$ cat config.mk
export PLATFORM = sky130hd
export DESIGN_NAME = tetris_board_renderer
export DESIGN_NICKNAME = d
export VERILOG_FILES = /design/src/rtl/tetris_board_renderer.sv
export SDC_FILE = /design/constraint.sdc
export NUM_CORES = 1
export LEC_CHECK = 0
export ABC_AREA = 1
export ABC_CLOCK_PERIOD_IN_PS = 5700
export BUFFER_PORTS_ARGS = -buffer_cell sky130_fd_sc_hd__buf_2
export CELL_PAD_IN_SITES_DETAIL_PLACEMENT = 1
export CELL_PAD_IN_SITES_GLOBAL_PLACEMENT = 2
export CORE_AREA = 4 4 92 138
export CTS_CLUSTER_DIAMETER = 40
export DETAILED_ROUTE_END_ITERATION = 12
export DIE_AREA = 0 0 96 142
export PLACE_DENSITY = 0.87
export SLEW_MARGIN = 40
export SYNTH_ARGS = -nofsm -noshare
export SYNTH_HDL_FRONTEND = slang
export SYNTH_SLANG_ARGS = --single-unit
$ cat constraint.sdc
create_clock -name clk -period 5.7 [get_ports clk]
set_clock_uncertainty 0.15 [all_clocks]
set_input_delay 1.14 -clock clk [delete_from_list [all_inputs] [get_ports clk]]
set_output_delay 1.14 -clock clk [all_outputs]
set_load 0.01 [all_outputs]
$ cat src/rtl/tetris_board_renderer.sv
// Pixel stage after the VGA timing generator: board RAM lookup, falling-piece overlay,
// border and palette, with syncs delayed to stay aligned with the 3-clock RGB path.
module tetris_board_renderer #(
  parameter int ORIGIN_X  = 240,
  parameter int ORIGIN_Y  = 80,
  parameter int CELL_LOG2 = 4,
  parameter int BORDER    = 4
) (
  input  logic              clk,
  input  logic              rst,
  input  logic [9:0]        x_pos,
  input  logic [9:0]        y_pos,
  input  logic              active,
  input  logic              hsync,
  input  logic              vsync,
  output logic [7:0]        cell_addr,
  input  logic [2:0]        cell_data,
  input  logic signed [4:0] piece_col,
  input  logic signed [5:0] piece_row,
  input  logic [15:0]       piece_mask,
  input  logic [2:0]        piece_color,
  output logic [3:0]        red,
  output logic [3:0]        green,
  output logic [3:0]        blue,
  output logic              hsync_out,
  output logic              vsync_out
);

  localparam logic signed [11:0] OX = 12'(ORIGIN_X);
  localparam logic signed [11:0] OY = 12'(ORIGIN_Y);
  localparam logic signed [11:0] BW = 12'(10 << CELL_LOG2);
  localparam logic signed [11:0] BH = 12'(20 << CELL_LOG2);
  localparam logic signed [11:0] BD = 12'(BORDER);

  typedef struct packed {
    logic in_board;
    logic in_border;
    logic hit;
    logic local_zero;
    logic hs;
    logic vs;
  } stage_t;

  localparam stage_t STAGE_RST = '{in_board: 1'b0, in_border: 1'b0, hit: 1'b0,
                                   local_zero: 1'b0, hs: 1'b1, vs: 1'b1};

  logic                vs_prev;
  logic signed [4:0]   sh_col;
  logic signed [5:0]   sh_row;
  logic [15:0]         sh_mask;
  logic [2:0]          sh_color;
  stage_t              s1, s2, s1_next;
  logic [11:0]         rgb_q, rgb_next;

  logic signed [11:0]  dx, dy;
  logic [3:0]          col;
  logic [4:0]          row;
  logic [6:0]          pr, pc;
  logic [7:0]          addr_next;
  logic [2:0]          idx;

  // NOTE: every always_comb output gets a default first so no path can infer a latch.
  always_comb begin
    dx        = $signed({2'b00, x_pos}) - OX;
    dy        = $signed({2'b00, y_pos}) - OY;
    col       = dx[CELL_LOG2+3:CELL_LOG2];
    row       = dy[CELL_LOG2+4:CELL_LOG2];
    addr_next = 8'(row) * 8'd10 + 8'(col);
    // Two's-complement box offsets; bits [6:2] all zero means the offset is in 0..3.
    pr        = {2'b00, row} - {sh_row[5], sh_row};
    pc        = {3'b000, col} - {{2{sh_col[4]}}, sh_col};

    s1_next            = STAGE_RST;
    s1_next.in_board   = active && !dx[11] && (dx < BW) && !dy[11] && (dy < BH);
    s1_next.in_border  = active && !s1_next.in_board &&
                         (dx >= -BD) && (dx < BW + BD) && (dy >= -BD) && (dy < BH + BD);
    s1_next.hit        = s1_next.in_board && (pr[6:2] == 5'd0) && (pc[6:2] == 5'd0) &&
                         sh_mask[{pr[1:0], pc[1:0]}];
    s1_next.local_zero = (dx[CELL_LOG2-1:0] == '0) || (dy[CELL_LOG2-1:0] == '0);
    s1_next.hs         = hsync;
    s1_next.vs         = vsync;
  end

  function automatic logic [11:0] palette(input logic [2:0] i);
    case (i)
      3'd1:    palette = 12'h0FF;
      3'd2:    palette = 12'hFF0;
      3'd3:    palette = 12'hA0F;
      3'd4:    palette = 12'h0F0;
      3'd5:    palette = 12'hF00;
      3'd6:    palette = 12'h00F;
      3'd7:    palette = 12'hF80;
      default: palette = 12'h111;
    endcase
  endfunction

  // Stage 3 colour select; cell_data is aligned with s2 by the RAM's one-clock read.
  always_comb begin
    rgb_next = 12'h000;
    idx      = s2.hit ? sh_color : cell_data;
    if (s2.in_border) begin
      rgb_next = 12'hFFF;
    end else if (s2.in_board) begin
      if (idx == 3'd0)        rgb_next = 12'h111;
      else if (s2.local_zero) rgb_next = 12'h000;
      else                    rgb_next = palette(idx);
    end
  end

  // NOTE: sequential state uses non-blocking assignments so all stages advance together.
  always_ff @(posedge clk) begin
    if (rst) begin
      vs_prev   <= 1'b1;
      sh_col    <= '0;
      sh_row    <= '0;
      sh_mask   <= '0;
      sh_color  <= '0;
      cell_addr <= '0;
      s1        <= STAGE_RST;
      s2        <= STAGE_RST;
      rgb_q     <= 12'h000;
      hsync_out <= 1'b1;
      vsync_out <= 1'b1;
    end else begin
      vs_prev <= vsync;
      if (vs_prev && !vsync) begin
        sh_col   <= piece_col;
        sh_row   <= piece_row;
        sh_mask  <= piece_mask;
        sh_color <= piece_color;
      end
      if (s1_next.in_board) cell_addr <= addr_next;
      s1        <= s1_next;
      s2        <= s1;
      rgb_q     <= rgb_next;
      hsync_out <= s2.hs;
      vsync_out <= s2.vs;
    end
  end

  assign red   = rgb_q[11:8];
  assign green = rgb_q[7:4];
  assign blue  = rgb_q[3:0];

endmodule

==> flow_summary_export.csv <==
group,metric,value,unit
worst_setup_path,crit_fanout,5,
yosys,yosys_warnings,0,
cells_and_area,multi_input_area,0.001859,sq mm
yosys,yosysUniqueCellTypes,28,
power,power_density,301.3,mW/mm^2
power,p_leak,2.187,nW
worst_setup_path,worst_path_max_delay_cell,"fa_1",
placement,placedCellCount,730,
route,vias,3406,
cts,cts_tree,"done",
cells_and_area,seqCellArea,0.001201,sq mm
cts,postCtsSetupBuffers,0,
floorplan,io_pins,80,
global_route,grt_pass1_vias,3566,
timing,worst_pin_slew,0.6044,ns
global_route,grt_util_all_layers,15.30,%
power,vdd_drop_max,0.1385,mV
timing,setup_viol,0,
worst_setup_path,crit_path_end_kind,"flop",
timing,tns,0,ns
placement,hpwl,8126,um
cts,cts.sink_count,60,
cells_and_area,layout.cells.non_filler,746,
cells_and_area,mostFrequentLayoutCells,"inv_1 (90), nand2_1 (89), buf_2 (79), nor2_1 (71), dfxtp_1 (60)",
timing,rsz0062_at_grt,"false",
outcome,status,"complete, no violations",
global_route,grt.overflow.total,0,
yosys,synth-seq-cells,60,
floorplan,die_h,142,um
cells_and_area,num-fill-cells,1485,
cts,clkTransAtPathRegs,0.06,ns
route,drt.antenna.violating_nets,0,
cts,cts-buffers-inserted,9,
floorplan,die_area,0.01363,sq mm
cts,holdBufCountCts,0,
timing,min_period_over_period,62.47,%
cells_and_area,diodes,0,
power,total_power,1.305,mW
worst_setup_path,cp-start-kind,"input port",
route,wl_per_cell,13.41,um
timing,hold_viol,0,
cts,cts_resized,0,
worst_setup_path,worstPathRequired,5.78,ns
placement,dp_slack,1.760,ns
placement,io_buffers,79,
worst_setup_path,critPathMaxStageDelay,0.44,ns
floorplan,coreArea,0.01147,sq mm
cts,root_buffer,"clkbuf_16",
cells_and_area,syn_to_final_growth,23.96,%
timing,max_freq,0.2809,GHz
route,viasPerCell,4.566,
timing,slew_headroom,59.66,%
cells_and_area,mostFrequentLayoutCell,"inv_1",
timing,hold_ws,0.2551,ns
route,drt_first_pass_iters,4,
floorplan,die_w,96,um
yosys,synth_area,0.003493,sq mm
yosys,syn-instance-count,516,
timing,period_needed,3.561,ns
floorplan,rows,48,
yosys,syn-num-nets,600,
global_route,grt_max_degree,41,
worst_setup_path,cp.arrival,3.64,ns
cts,clk_latency,0.33,ns
flow_run,max_cap_viol_count,0,
min_path,min_path_type,"reg2reg",
global_route,antenna_found_initial,0,
route,dr.first_iter.drc_count,82,
cts,clk_path_buf_depth,2,
route,drt_wl_total,10010,um
cts,htree_levels,3,
timing,timing.final.ws_setup,2.139,ns
route,drc,0,
placement,gp_congestion,0.8628,
cells_and_area,drive_gt1_share,19.63,%
worst_setup_path,crit_type,"in2reg",
timing,drv_slew,0,
floorplan,start_util,30.45,%
yosys,yosysSeqAreaShare,34.38,%
yosys,syn_avg_cell_area,6.770,sq um
cells_and_area,final_nets,675,
worst_setup_path,crit_chain,"buf_2 > inv_2 > ha_1 > inv_1 > ha_1 > ha_1 > inv_1 > fa_1 > inv_1 > nand2_1 > inv_1 > nand2_1 > nor2_1 > nand3_1 > nand2_1 > nand3_1 > nand2_1 > nor2_1",
global_route,grt_pass1_wl,16260,um
## cells by family after synthesis
family | after synthesis | share of synthesized area [%]
AOI/OAI and AO/OA | 88 | 12.89
xor gates and xnor gates | 8 | 2.006
adders and majority gates | 26 | 10.39
buffers and inverters | 109 | 12.46
DFF | 60 | 34.38
and+or+nand+nor | 225 | 27.87
## per-stage QoR
stage,utilization [%],area [sq um]
after floorplan,-,3493
after global placement,34.88,4001
after detailed placement,34.90,4004
after CTS,37.75,4330
after global routing,37.75,4330
final,37.75,4330
## where the power goes
| group | total, mW | switching, mW | leakage (nW) | internal [mW] |
|---|---|---|---|---|
| Sequential | 0.449 | 0.00865 | 0.492 | 0.441 |
| Clock | 0.586 | 0.193 | 0.151 | 0.393 |
| Combinational | 0.269 | 0.166 | 1.54 | 0.103 |
| Total | 1.30 | 0.368 | 2.19 | 0.937 |
## state kept, by name (all words and copies together) (netlist names)
signal,cells
cell_addr,8
s2,6
hsync_out,1
vsync_out,1
sh_color,3
sh_mask,16
sh_col,5
sh_row,6
s1,6
rgb_q,8
## cells in the mapped netlist
cell | n | area share, %
a21oi_1 | 39 | 5.6
a31oi_1 | 4 | 0.72
buf_4 | 5 | 1.1
buf_6 | 1 | 0.32
clkbuf_1 | 11 | 1.2
clkinv_1 | 1 | 0.11
dfxtp_1 | 60 | 34
fa_1 | 5 | 2.9
ha_1 | 21 | 7.5
inv_1 | 90 | 9.7
inv_2 | 1 | 0.11
nand2_1 | 89 | 9.6
nand2_2 | 6 | 1.1
nand3_1 | 36 | 5.2
nand3_2 | 2 | 0.57
nand3b_1 | 2 | 0.43
nand4_1 | 6 | 1.1
nor2_1 | 72 | 7.7
nor2_2 | 2 | 0.36
nor2_4 | 1 | 0.32
nor3_1 | 1 | 0.14
nor4_1 | 1 | 0.18
o211ai_1 | 1 | 0.21
o21ai_0 | 43 | 6.2
o21bai_1 | 1 | 0.21
or2_2 | 7 | 1.3
xnor2_1 | 2 | 0.50
xor2_1 | 6 | 1.5
## final timing paths
path,start,slack (ns),cells after the start,endpoint
setup / recovery,y_pos[4],2.14,18,cell_addr[7]$_SDFFE_PP0P_
hold / removal,s1[2]$_SDFF_PP0_,0.26,2,s2[2]$_SDFF_PP0_
setup reg to reg,sh_col[0]$_SDFFE_PP0P_,3.57,12,s1[3]$_SDFF_PP0_
hold reg to reg,s1[2]$_SDFF_PP0_,0.26,2,s2[2]$_SDFF_PP0_
## layout make-up
| type | count | share of cell area (%) |
|---|---|---|
| Clock buffer | 10 | 5.519 |
| Timing Repair Buffer | 81 | 9.477 |
| Tap cell | 150 | 4.334 |
| Clock inverter | 6 | 2.023 |
| Multi-Input combinational cell | 347 | 42.94 |
| Sequential cell | 60 | 27.74 |
| Inverter | 92 | 7.975 |
## worst max-delay path: cells and delay by family
family	cells	cell delay, ns
fa+ha+maj	4	1.34
simple gates	8	0.60
buf+inv	6	0.53
## layer usage
metal | track usage (%) | part of all wire [%]
met3 | 2.646 | 3.3
met4 | 5.247 | 1.5
met1 | 15.83 | 40
met2 | 29.78 | 55
met5 | 0 | 0
No activity file was read; power rests on OpenSTA's default activity.
